$ cat config.mk
export PLATFORM = sky130hd
export DESIGN_NAME = fdtd_mem_word_wr
export DESIGN_NICKNAME = d
export VERILOG_FILES = /design/src/rtl/fdtd_axi_pkg.sv /design/src/rtl/fdtd_mem_word_wr.sv
export SDC_FILE = /design/constraint.sdc
export NUM_CORES = 1
export LEC_CHECK = 0
export BUFFER_PORTS_ARGS = -buffer_cell sky130_fd_sc_hd__buf_4
export CORE_MARGIN = 2
export CORE_UTILIZATION = 45
export CTS_CLUSTER_SIZE = 16
export DETAILED_ROUTE_END_ITERATION = 16
export HOLD_SLACK_MARGIN = 0.1
export PLACE_DENSITY = 0.89
export SLEW_MARGIN = 20
export SYNTH_ARGS = -nofsm -noshare
export SYNTH_HDL_FRONTEND = slang
export SYNTH_SLANG_ARGS = --single-unit
export TNS_END_PERCENT = 100
$ cat constraint.sdc
create_clock -name ACLK -period 2.6 [get_ports ACLK]
set_input_delay 0.26 -clock ACLK [delete_from_list [all_inputs] [get_ports ACLK]]
set_output_delay 0.26 -clock ACLK [all_outputs]
set_load 0.05 [all_outputs]
$ cat src/rtl/fdtd_axi_pkg.sv
// rtl/fdtd_axi_pkg.sv - shared AXI4 constants and write-master state type
//
// Purpose : AXI4 response/burst encodings and the FDTD word-write FSM state
//           type, imported by the FDTD memory masters.
// Contents: RESP_OKAY/EXOKAY/SLVERR/DECERR, BURST_INCR, wr_state_e,
//           resp_is_err() helper.
package fdtd_axi_pkg;

   localparam logic [1:0] RESP_OKAY   = 2'b00;
   localparam logic [1:0] RESP_EXOKAY = 2'b01;
   localparam logic [1:0] RESP_SLVERR = 2'b10;
   localparam logic [1:0] RESP_DECERR = 2'b11;

   localparam logic [1:0] BURST_INCR  = 2'b01;

   typedef enum logic [2:0] {
      WS_IDLE,
      WS_AW_W,
      WS_AW,
      WS_W,
      WS_B
   } wr_state_e;

   // Both error encodings have the upper bit set.
   function automatic logic resp_is_err(input logic [1:0] resp);
      return (resp == RESP_SLVERR) || (resp == RESP_DECERR);
   endfunction

endpackage

$ cat src/rtl/fdtd_mem_word_wr.sv
// rtl/fdtd_mem_word_wr.sv - single-word AXI4 write master for the FDTD engine
//
// Purpose : turns a level write request (word address, data, byte enables)
//           into one single-beat AXI4 write; one transaction outstanding.
// Ports   : ACLK / ARESETn (async, active-low)
//           AW*  : address channel, AWADDR_o = {word addr, 2'b00}, rest tied
//           W*   : data channel, WLAST_o tied high
//           B*   : response channel, BID_i/BUSER_i ignored
//           wr_req_i/wr_word_addr_i/wr_data_i/wr_be_i : request side
//           wr_gnt_o : one-cycle pulse when the write response is accepted
// Option  : FDTD_WR_BRESP_CHECK_EN adds wr_err_o, pulsing with wr_gnt_o on a
//           SLVERR/DECERR response; otherwise BRESP_i is unused.
module fdtd_mem_word_wr
   import fdtd_axi_pkg::*;
#(
   parameter int AXI4_ADDR_WIDTH = 32,
   parameter int AXI4_DATA_WIDTH = 32,
   parameter int AXI4_ID_WIDTH   = 16,
   parameter int AXI4_USER_WIDTH = 10,
   parameter int AXI_STRB_WIDTH  = AXI4_DATA_WIDTH/8
) (
   input  logic                         ACLK,
   input  logic                         ARESETn,
   // write address channel
   output logic [AXI4_ID_WIDTH-1:0]     AWID_o,
   output logic [AXI4_ADDR_WIDTH-1:0]   AWADDR_o,
   output logic [7:0]                   AWLEN_o,
   output logic [2:0]                   AWSIZE_o,
   output logic [1:0]                   AWBURST_o,
   output logic                         AWLOCK_o,
   output logic [3:0]                   AWCACHE_o,
   output logic [2:0]                   AWPROT_o,
   output logic [3:0]                   AWREGION_o,
   output logic [3:0]                   AWQOS_o,
   output logic [AXI4_USER_WIDTH-1:0]   AWUSER_o,
   output logic                         AWVALID_o,
   input  logic                         AWREADY_i,
   // write data channel
   output logic [AXI4_DATA_WIDTH-1:0]   WDATA_o,
   output logic [AXI_STRB_WIDTH-1:0]    WSTRB_o,
   output logic                         WLAST_o,
   output logic [AXI4_USER_WIDTH-1:0]   WUSER_o,
   output logic                         WVALID_o,
   input  logic                         WREADY_i,
   // write response channel
   input  logic [AXI4_ID_WIDTH-1:0]     BID_i,
   input  logic [1:0]                   BRESP_i,
   input  logic [AXI4_USER_WIDTH-1:0]   BUSER_i,
   input  logic                         BVALID_i,
   output logic                         BREADY_o,
   // request side
   input  logic                         wr_req_i,
   input  logic [AXI4_ADDR_WIDTH-3:0]   wr_word_addr_i,
   input  logic [AXI4_DATA_WIDTH-1:0]   wr_data_i,
   input  logic [AXI_STRB_WIDTH-1:0]    wr_be_i,
`ifdef FDTD_WR_BRESP_CHECK_EN
   output logic                         wr_err_o,
`endif
   output logic                         wr_gnt_o
);

   wr_state_e                        state;
   logic [AXI4_ADDR_WIDTH-3:0]       addr_q;
   logic [AXI4_DATA_WIDTH-1:0]       data_q;
   logic [AXI_STRB_WIDTH-1:0]        strb_q;
   logic                             awvalid_q;
   logic                             wvalid_q;
   logic                             bready_q;

   assign AWID_o     = '0;
   assign AWLEN_o    = 8'd0;
   assign AWSIZE_o   = 3'd2;
   assign AWBURST_o  = BURST_INCR;
   assign AWLOCK_o   = 1'b0;
   assign AWCACHE_o  = 4'd0;
   assign AWPROT_o   = 3'd0;
   assign AWREGION_o = 4'd0;
   assign AWQOS_o    = 4'd0;
   assign AWUSER_o   = '0;
   assign WLAST_o    = 1'b1;
   assign WUSER_o    = '0;

   assign AWADDR_o  = {addr_q, 2'b00};
   assign WDATA_o   = data_q;
   assign WSTRB_o   = strb_q;
   assign AWVALID_o = awvalid_q;
   assign WVALID_o  = wvalid_q;
   assign BREADY_o  = bready_q;

   // Responses arriving outside WS_B are neither accepted nor granted.
   assign wr_gnt_o = BVALID_i & (state == WS_B);

`ifdef FDTD_WR_BRESP_CHECK_EN
   assign wr_err_o = wr_gnt_o & resp_is_err(BRESP_i);
   logic unused_b;
   assign unused_b = ^{BID_i, BUSER_i};
`else
   logic unused_b;
   assign unused_b = ^{BID_i, BUSER_i, BRESP_i};
`endif

   // Valids are registered: they rise the cycle after the request is latched
   // and fall on the edge that completes their own handshake, so AW and W
   // retire independently in any order.
   always_ff @(posedge ACLK or negedge ARESETn) begin
      if (!ARESETn) begin
         state     <= WS_IDLE;
         addr_q    <= '0;
         data_q    <= '0;
         strb_q    <= '0;
         awvalid_q <= 1'b0;
         wvalid_q  <= 1'b0;
         bready_q  <= 1'b0;
      end else begin
         case (state)
            WS_IDLE: begin
               if (wr_req_i) begin
                  addr_q    <= wr_word_addr_i;
                  data_q    <= wr_data_i;
                  strb_q    <= wr_be_i;
                  awvalid_q <= 1'b1;
                  wvalid_q  <= 1'b1;
                  state     <= WS_AW_W;
               end
            end
            WS_AW_W: begin
               case ({AWREADY_i, WREADY_i})
                  2'b11: begin
                     awvalid_q <= 1'b0;
                     wvalid_q  <= 1'b0;
                     bready_q  <= 1'b1;
                     state     <= WS_B;
                  end
                  2'b10: begin
                     awvalid_q <= 1'b0;
                     state     <= WS_W;
                  end
                  2'b01: begin
                     wvalid_q  <= 1'b0;
                     state     <= WS_AW;
                  end
                  default: ;
               endcase
            end
            WS_AW: begin
               if (AWREADY_i) begin
                  awvalid_q <= 1'b0;
                  bready_q  <= 1'b1;
                  state     <= WS_B;
               end
            end
            WS_W: begin
               if (WREADY_i) begin
                  wvalid_q <= 1'b0;
                  bready_q <= 1'b1;
                  state    <= WS_B;
               end
            end
            WS_B: begin
               if (BVALID_i) begin
                  bready_q <= 1'b0;
                  state    <= WS_IDLE;
               end
            end
            default: begin
               awvalid_q <= 1'b0;
               wvalid_q  <= 1'b0;
               bready_q  <= 1'b0;
               state     <= WS_IDLE;
            end
         endcase
      end
   end

endmodule
==> results of run 1 <==
[layout make-up]
class	instances	share of cell area, %
tap	102	2.722
clock inverter	5	2.268
multi-input combinational	174	30.42
timing repair buffer	144	23.11
inverter	4	0.3203
clock buffer	10	2.722
sequential	72	38.43
[final timing paths]
kind	end	from	depth (start not counted)
worst max-delay path	WDATA_o[12]	state[0]	4
worst min register to register	addr_q[29]	addr_q[29]	1
worst min-delay path	BREADY_o	BVALID_i	2
worst max register to register	WDATA_o[12]	state[0]	4
max in group asynchronous	state[2]	ARESETn	2
min in group asynchronous	WDATA_o[11]	ARESETn	2
[power groups by stage]
stage / clock, mW / sequential, mW / combinational, mW
after global routing: 1.11 / 2.16 / 4.66
after detailed placement: 0 / 2.10 / 4.51
final: 1.02 / 2.08 / 4.48
after CTS: 1.06 / 2.09 / 4.51
after global placement: 0 / 2.05 / 4.45
after floorplan: 0 / 3.96 / 1.54
[cell families after synthesis]
| family | after synthesis | share of synthesized area (%) |
|---|---|---|
| AOI/OAI and AO/OA | 16 | 2.919 |
| muxes | 66 | 24.81 |
| buffers and inverters | 82 | 17.23 |
| adders and majority gates | 4 | 1.390 |
| DFF | 72 | 50.03 |
| and+or+nand+nor | 20 | 3.405 |
| other | 2 | 0.2086 |
[cells in the final DEF (no fill, tap or decap), drive strengths merged]
| cell | instances |
|---|---|
| a211oi | 1 |
| a21boi | 1 |
| a21oi | 5 |
| a311o | 1 |
| a31oi | 1 |
| and3 | 1 |
| buf | 143 |
| bufinv | 3 |
| clkbuf | 10 |
| clkinv | 1 |
| clkinvlp | 1 |
| conb | 68 |
| dfrtp | 72 |
| dlygate4sd3 | 1 |
| ha | 4 |
| inv | 4 |
| mux2 | 66 |
| nand2 | 2 |
| nand2b | 3 |
| nand3 | 4 |
| nor2 | 5 |
| nor2b | 2 |
| nor3 | 1 |
| nor3b | 2 |
| o21a | 1 |
| o21ai | 2 |
| o221ai | 1 |
| o22ai | 1 |
| o31ai | 1 |
| o41ai | 1 |
[timing repair]
action,CTS,global route
hold endpoints to repair,72,0
hold buffers,1,0
buffers inserted,0,0
[worst register-to-register path: stages (launching register included)]
cell	delay (ns)
dfrtp_1	0.51
nand2b_4	0.22
nor3_4	0.12
buf_4	0.50
mux2_2	0.43
[state kept, by name, indices dropped and copies added, names as in the netlist]
register	cells
WVALID_o	1
BREADY_o	1
WSTRB_o	4
WDATA_o	32
AWVALID_o	1
addr_q	30
state	3
[layer usage]
| layer | global-route usage [%] | share of wire, % | up-vias |
|---|---|---|---|
| li1 | - | - | 1030 |
| met1 | 18.18 | 39 | 1080 |
| met2 | 26.56 | 52 | 138 |
| met3 | 5.641 | 9.1 | 2 |
| met4 | 5.760 | 0.49 | 0 |
| met5 | 0 | 0 | - |
[per-stage QoR]
stage	cells	hold slack [ns]	power, mW
detailed placement	495	0.4447	6.602
CTS	511	0.1190	7.663
finish	511	0.1379	7.589
global route	511	0.1146	7.930
floorplan	328	-0.03559	5.491
global placement	495	0.4290	6.497
==> results_dict.tcl, run 1 <==
set metrics [dict create \
    status "finished, final reports clean" \
    synth_top_area_share_pct 50.03 \
    clk_latency_ns 0.33 \
    die_h_um 93.46 \
    drt_iter0_drc 50 \
    dp_slack_ns 0.7084 \
    synth_area_leader_cell "dfrtp_1" \
    crit_fanout 33 \
    swShare_pct 48.06 \
    initial_core_util_pct 46.60 \
    synthArstFlopShare_pct 100.0 \
    period_share_pct 73.44 \
    grt_max_degree 73 \
    ctsRootBufferMaster "clkbuf_8" \
    postSynthAreaPerCell_um2 13.74 \
    syn2layout_area_growth_pct 30.19 \
    grt_pass1_wl_um 10520 \
    antenna_found_initial 0 \
    hold_viol 0 \
    nets 509 \
    drt-wirelength-per-cell_um 13.62 \
    synth_cell_types 31 \
    slew_headroom_pct 40.65 \
    seq_area_um2 1802 \
    htreeDepth 3 \
    drt-pass1-iter-count 4 \
    power_density_nw_per_um2 1619 \
    pin_count 238 \
    grt-ovfl-total 0 \
    crit_family "flip-flops" \
    crit_path_max_incr_delay_ns 0.51 \
    netlist_instances 262 \
    place.gp.congestion 0.7513 \
    dp_hpwl_um 5136 \
    pwr-share-clk_pct 13.5 \
    setup_tns_ns 0 \
    viasPerCell 4.403 \
    ant_nets 0 \
    ys.flop_type "dfrtp_1" \
    cp.required_ns 2.81 \
    rrSetupSlack_ns 0.69 \
    finClkSkew_ns 0.008638 \
    vias 2250 \
    p_int_mw 3.942 \
    arrival_ns 2.12 \
    max_cap_viol_count 0 \
    clk_pin_slew_ns 0.07 \
    ys_warn_count 0 \
    multi_input_area_um2 1426 \
    design_area_um2 4688 \
    drive_gt1_share_pct 55.01 \
    ir_drop_uv 886.9 \
    placed_cell_area_um2 4444 \
    clock-sinks 72 \
    critPathKind "register to register" \
    min_period_ns 1.909 \
    coreArea_um2 7727 \
    die_w_um 93.46 \
    cp-start-kind "register" \
    crit_buf_inv 1 \
    slew_viol_final 0 \
    cp_cell_sequence "nand2b_4 > nor3_4 > buf_4 > mux2_2" \
    cp_slowest_cell "dfrtp_1" \
    fillers 592 \
    setup_viol 0 \
    io_buffers 141 \
    synth_edf_count 0 \
    cts_max_path_buffers 2 \
    leakagePower_nw 2.388 \
    hold_class "input port to register" \
    setup.worst_path.end_class "register" \
    row_count 32 \
    grt_pass1_vias 2197 \
    power_frac_seq_pct 27.4 \
    diodes 0 \
    wl_um 6961 \
    track_usage_pct 15.66 \
    die_area_um2 8734 \
    synth.most_common_cell "dfrtp_1" \
    synth_area_leaders "dfrtp_1, mux2_4, buf_4, mux2_2, buf_8" \
    syn_area_um2 3601 \
    yosys-top-cells-count "dfrtp_1, buf_4, mux2_4" \
    cts-resized-gates 0 \
    max_freq_mhz 523.7 \
    drcViolationCount 0 \
    cts_inserted_buffers 9 \
    rsz0062_at_grt "false" \
    layout_setup_ws_ns 0.6907 \
    tightest_slew_ns 0.8902 \
    finalCoreUtilization_pct 60.67 \
    comb_power_share_pct 59.1 \
    seq_area_frac_synth_pct 50.03 \
    p_switching_mw 3.647 \
    cts_tree "yes" \
    ys_seq_elements 72 \
]
Power figures use the tool's default switching activity.
==> run 2, diff against run 1 <==
--- a/config.mk
+++ b/config.mk
@@ -7,11 +7,11 @@
 export LEC_CHECK = 0
 export BUFFER_PORTS_ARGS = -buffer_cell sky130_fd_sc_hd__buf_4
 export CORE_MARGIN = 2
-export CORE_UTILIZATION = 45
+export CORE_UTILIZATION = 42
 export CTS_CLUSTER_SIZE = 16
 export DETAILED_ROUTE_END_ITERATION = 16
 export HOLD_SLACK_MARGIN = 0.1
-export PLACE_DENSITY = 0.89
+export PLACE_DENSITY = 0.84
 export SLEW_MARGIN = 20
 export SYNTH_ARGS = -nofsm -noshare
 export SYNTH_HDL_FRONTEND = slang
==> constraint.sdc (replaced) <==
create_clock -name ACLK -period 1.95 [get_ports ACLK]
set_input_delay 0.195 -clock ACLK [delete_from_list [all_inputs] [get_ports ACLK]]
set_output_delay 0.195 -clock ACLK [all_outputs]
set_load 0.05 [all_outputs]
==> run 2 against run 1 <==
Register-to-register slack worse by 0.29 ns. Via count grew 13%. Worst setup slack got worse by 0.37 ns. Clock power increased by 25%. Largest power group unchanged. Clock-buffer cell count is the same. Critical path type is now register to primary output. Routed wire length is 23% higher. Sequential share of layout area shrank 5.1 points. Hold slack worse by 0.018 ns. Total power rose by 35%.
==> results_dict.tcl, run 2 (synthesis results as in run 1) <==
set metrics [dict create \
    antenna_found_initial 0 \
    cts_inserted_buffers 9 \
    finClkSkew_ns 0.009572 \
    drcViolationCount 0 \
    max_cap_viol_count 0 \
    row_count 33 \
    die_w_um 96.60 \
    grt_pass1_vias 2523 \
    placed_cell_area_um2 4516 \
    power_density_nw_per_um2 1901 \
    drt-wirelength-per-cell_um 14.65 \
    min_period_ns 1.626 \
    grt_pass1_wl_um 12470 \
    syn2layout_area_growth_pct 50.10 \
    setup_tns_ns 0 \
    cts-resized-gates 0 \
    leakagePower_nw 2.691 \
    drt-pass1-iter-count 4 \
    clk_pin_slew_ns 0.07 \
    track_usage_pct 17.84 \
    hold_viol 0 \
    htreeDepth 3 \
    max_freq_mhz 614.9 \
    mostFrequentLayoutCell "buf_4" \
    die_h_um 96.60 \
    cp_slowest_cell "dfrtp_1" \
    arrival_ns 1.43 \
    drt_iter0_drc 47 \
    ant_nets 0 \
    nets 579 \
    design_area_um2 5405 \
    clk_latency_ns 0.34 \
    crit_fanout 13 \
    ctsRootBufferMaster "clkbuf_8" \
    vias 2550 \
    rsz0062_at_grt "false" \
    slew_viol_final 0 \
    crit_buf_inv 2 \
    diodes 0 \
    period_share_pct 83.39 \
    status "finished, final reports clean" \
    setup.worst_path.end_class "primary output" \
    die_area_um2 9331 \
    final_cell_mix "buf_4, dfrtp_1, conb_1, dlygate4sd3_1, mux2_4" \
    coreArea_um2 8258 \
    pin_count 238 \
    io_buffers 141 \
    reg2reg_from "state[0]" \
    setup_viol 0 \
    drive_gt1_share_pct 48.02 \
    hold_class "input port to register" \
    cp_cell_sequence "buf_4 > nor2_1 > and3_1 > buf_4" \
    largest_reg_flops 32 \
    fillers 576 \
    critPathLaunch "state[1]" \
    cts_tree "yes" \
    clock-sinks 72 \
    dp_hpwl_um 5251 \
    place.gp.congestion 0.7544 \
    grt_max_degree 42 \
    path_common_cell "buf_4" \
    cts_max_path_buffers 2 \
    critPathKind "register to primary output" \
    viasPerCell 4.366 \
    initial_core_util_pct 43.61 \
    multi_input_area_um2 1426 \
    wl_um 8553 \
    grt-ovfl-total 0 \
    cp-start-kind "register" \
    ir_drop_uv 938.8 \
    crit_family "flip-flops" \
    hp-start "wr_data_i[10]" \
    seq_area_um2 1802 \
    cp.required_ns 1.75 \
    crit_path_max_incr_delay_ns 0.41 \
    fin_hold_ws_ns 0.1204 \
]
-- run 2: cell count changes in the layout (fill, tap and decap cells not counted) --
| cell | delta |
|---|---|
| clkbuf_8 | +1 |
| dlygate4sd3_1 | +66 |
| buf_4 | +1 |
| clkbuf_1 | -1 |
| bufinv_16 | -1 |
| buf_12 | +3 |
| clkinv_2 | +1 |
-- run 2: routing by layer --
layer | vias to the layer above | wire, µm | track usage [%]
li1 | 1177 | - | -
met1 | 1220 | 3018 | 18.85
met2 | 146 | 4683 | 33.80
met3 | 7 | 750 | 6.129
met4 | 0 | 100 | 4.343
met5 | - | 0 | 0
-- run 2: worst paths after layout --
kind | endpoint | slack [ns] | depth (start not counted)
worst max-delay path | wr_gnt_o | 0.32 | 4
max in group asynchronous | addr_q[21] | 1.02 | 3
min in group asynchronous | addr_q[27] | 0.35 | 2
worst min register to register | WSTRB_o[3] | 0.51 | 1
worst min-delay path | WDATA_o[10] | 0.12 | 2
worst max register to register | WDATA_o[13] | 0.40 | 4
-- run 2: report_power, final --
group	switching, mW	internal (mW)	leakage [nW]
sequential	0.465	2.26	0.849
clock	0.533	0.748	0.108
combinational	3.96	2.30	1.73
-- run 2: layout make-up --
| cell class | instances | share of cell area, % |
|---|---|---|
| Clock buffer | 10 | 2.546 |
| Sequential cell | 72 | 33.33 |
| Timing Repair Buffer | 214 | 33.52 |
| Inverter | 4 | 0.2778 |
| Clock inverter | 5 | 1.505 |
| Multi-Input combinational cell | 174 | 26.39 |
| Tap cell | 105 | 2.431 |
-- run 2: what timing repair did --
action | in CTS | in global routing
hold endpoints to repair | 97 | 0
hold buffers | 67 | 0
setup buffers | 0 | 0
-- run 2: through the flow --
step	util (%)	power, mW	cells	setup slack [ns]
5_1_grt	65.45	10.75	584	0.2334
3_3_place_gp	54.68	8.757	502	0.4380
4_1_cts	65.45	10.31	584	0.3031
3_5_place_dp	54.68	8.877	502	0.4063
2_1_floorplan	-	7.321	328	0.5178
6_report	65.45	10.27	584	0.3238
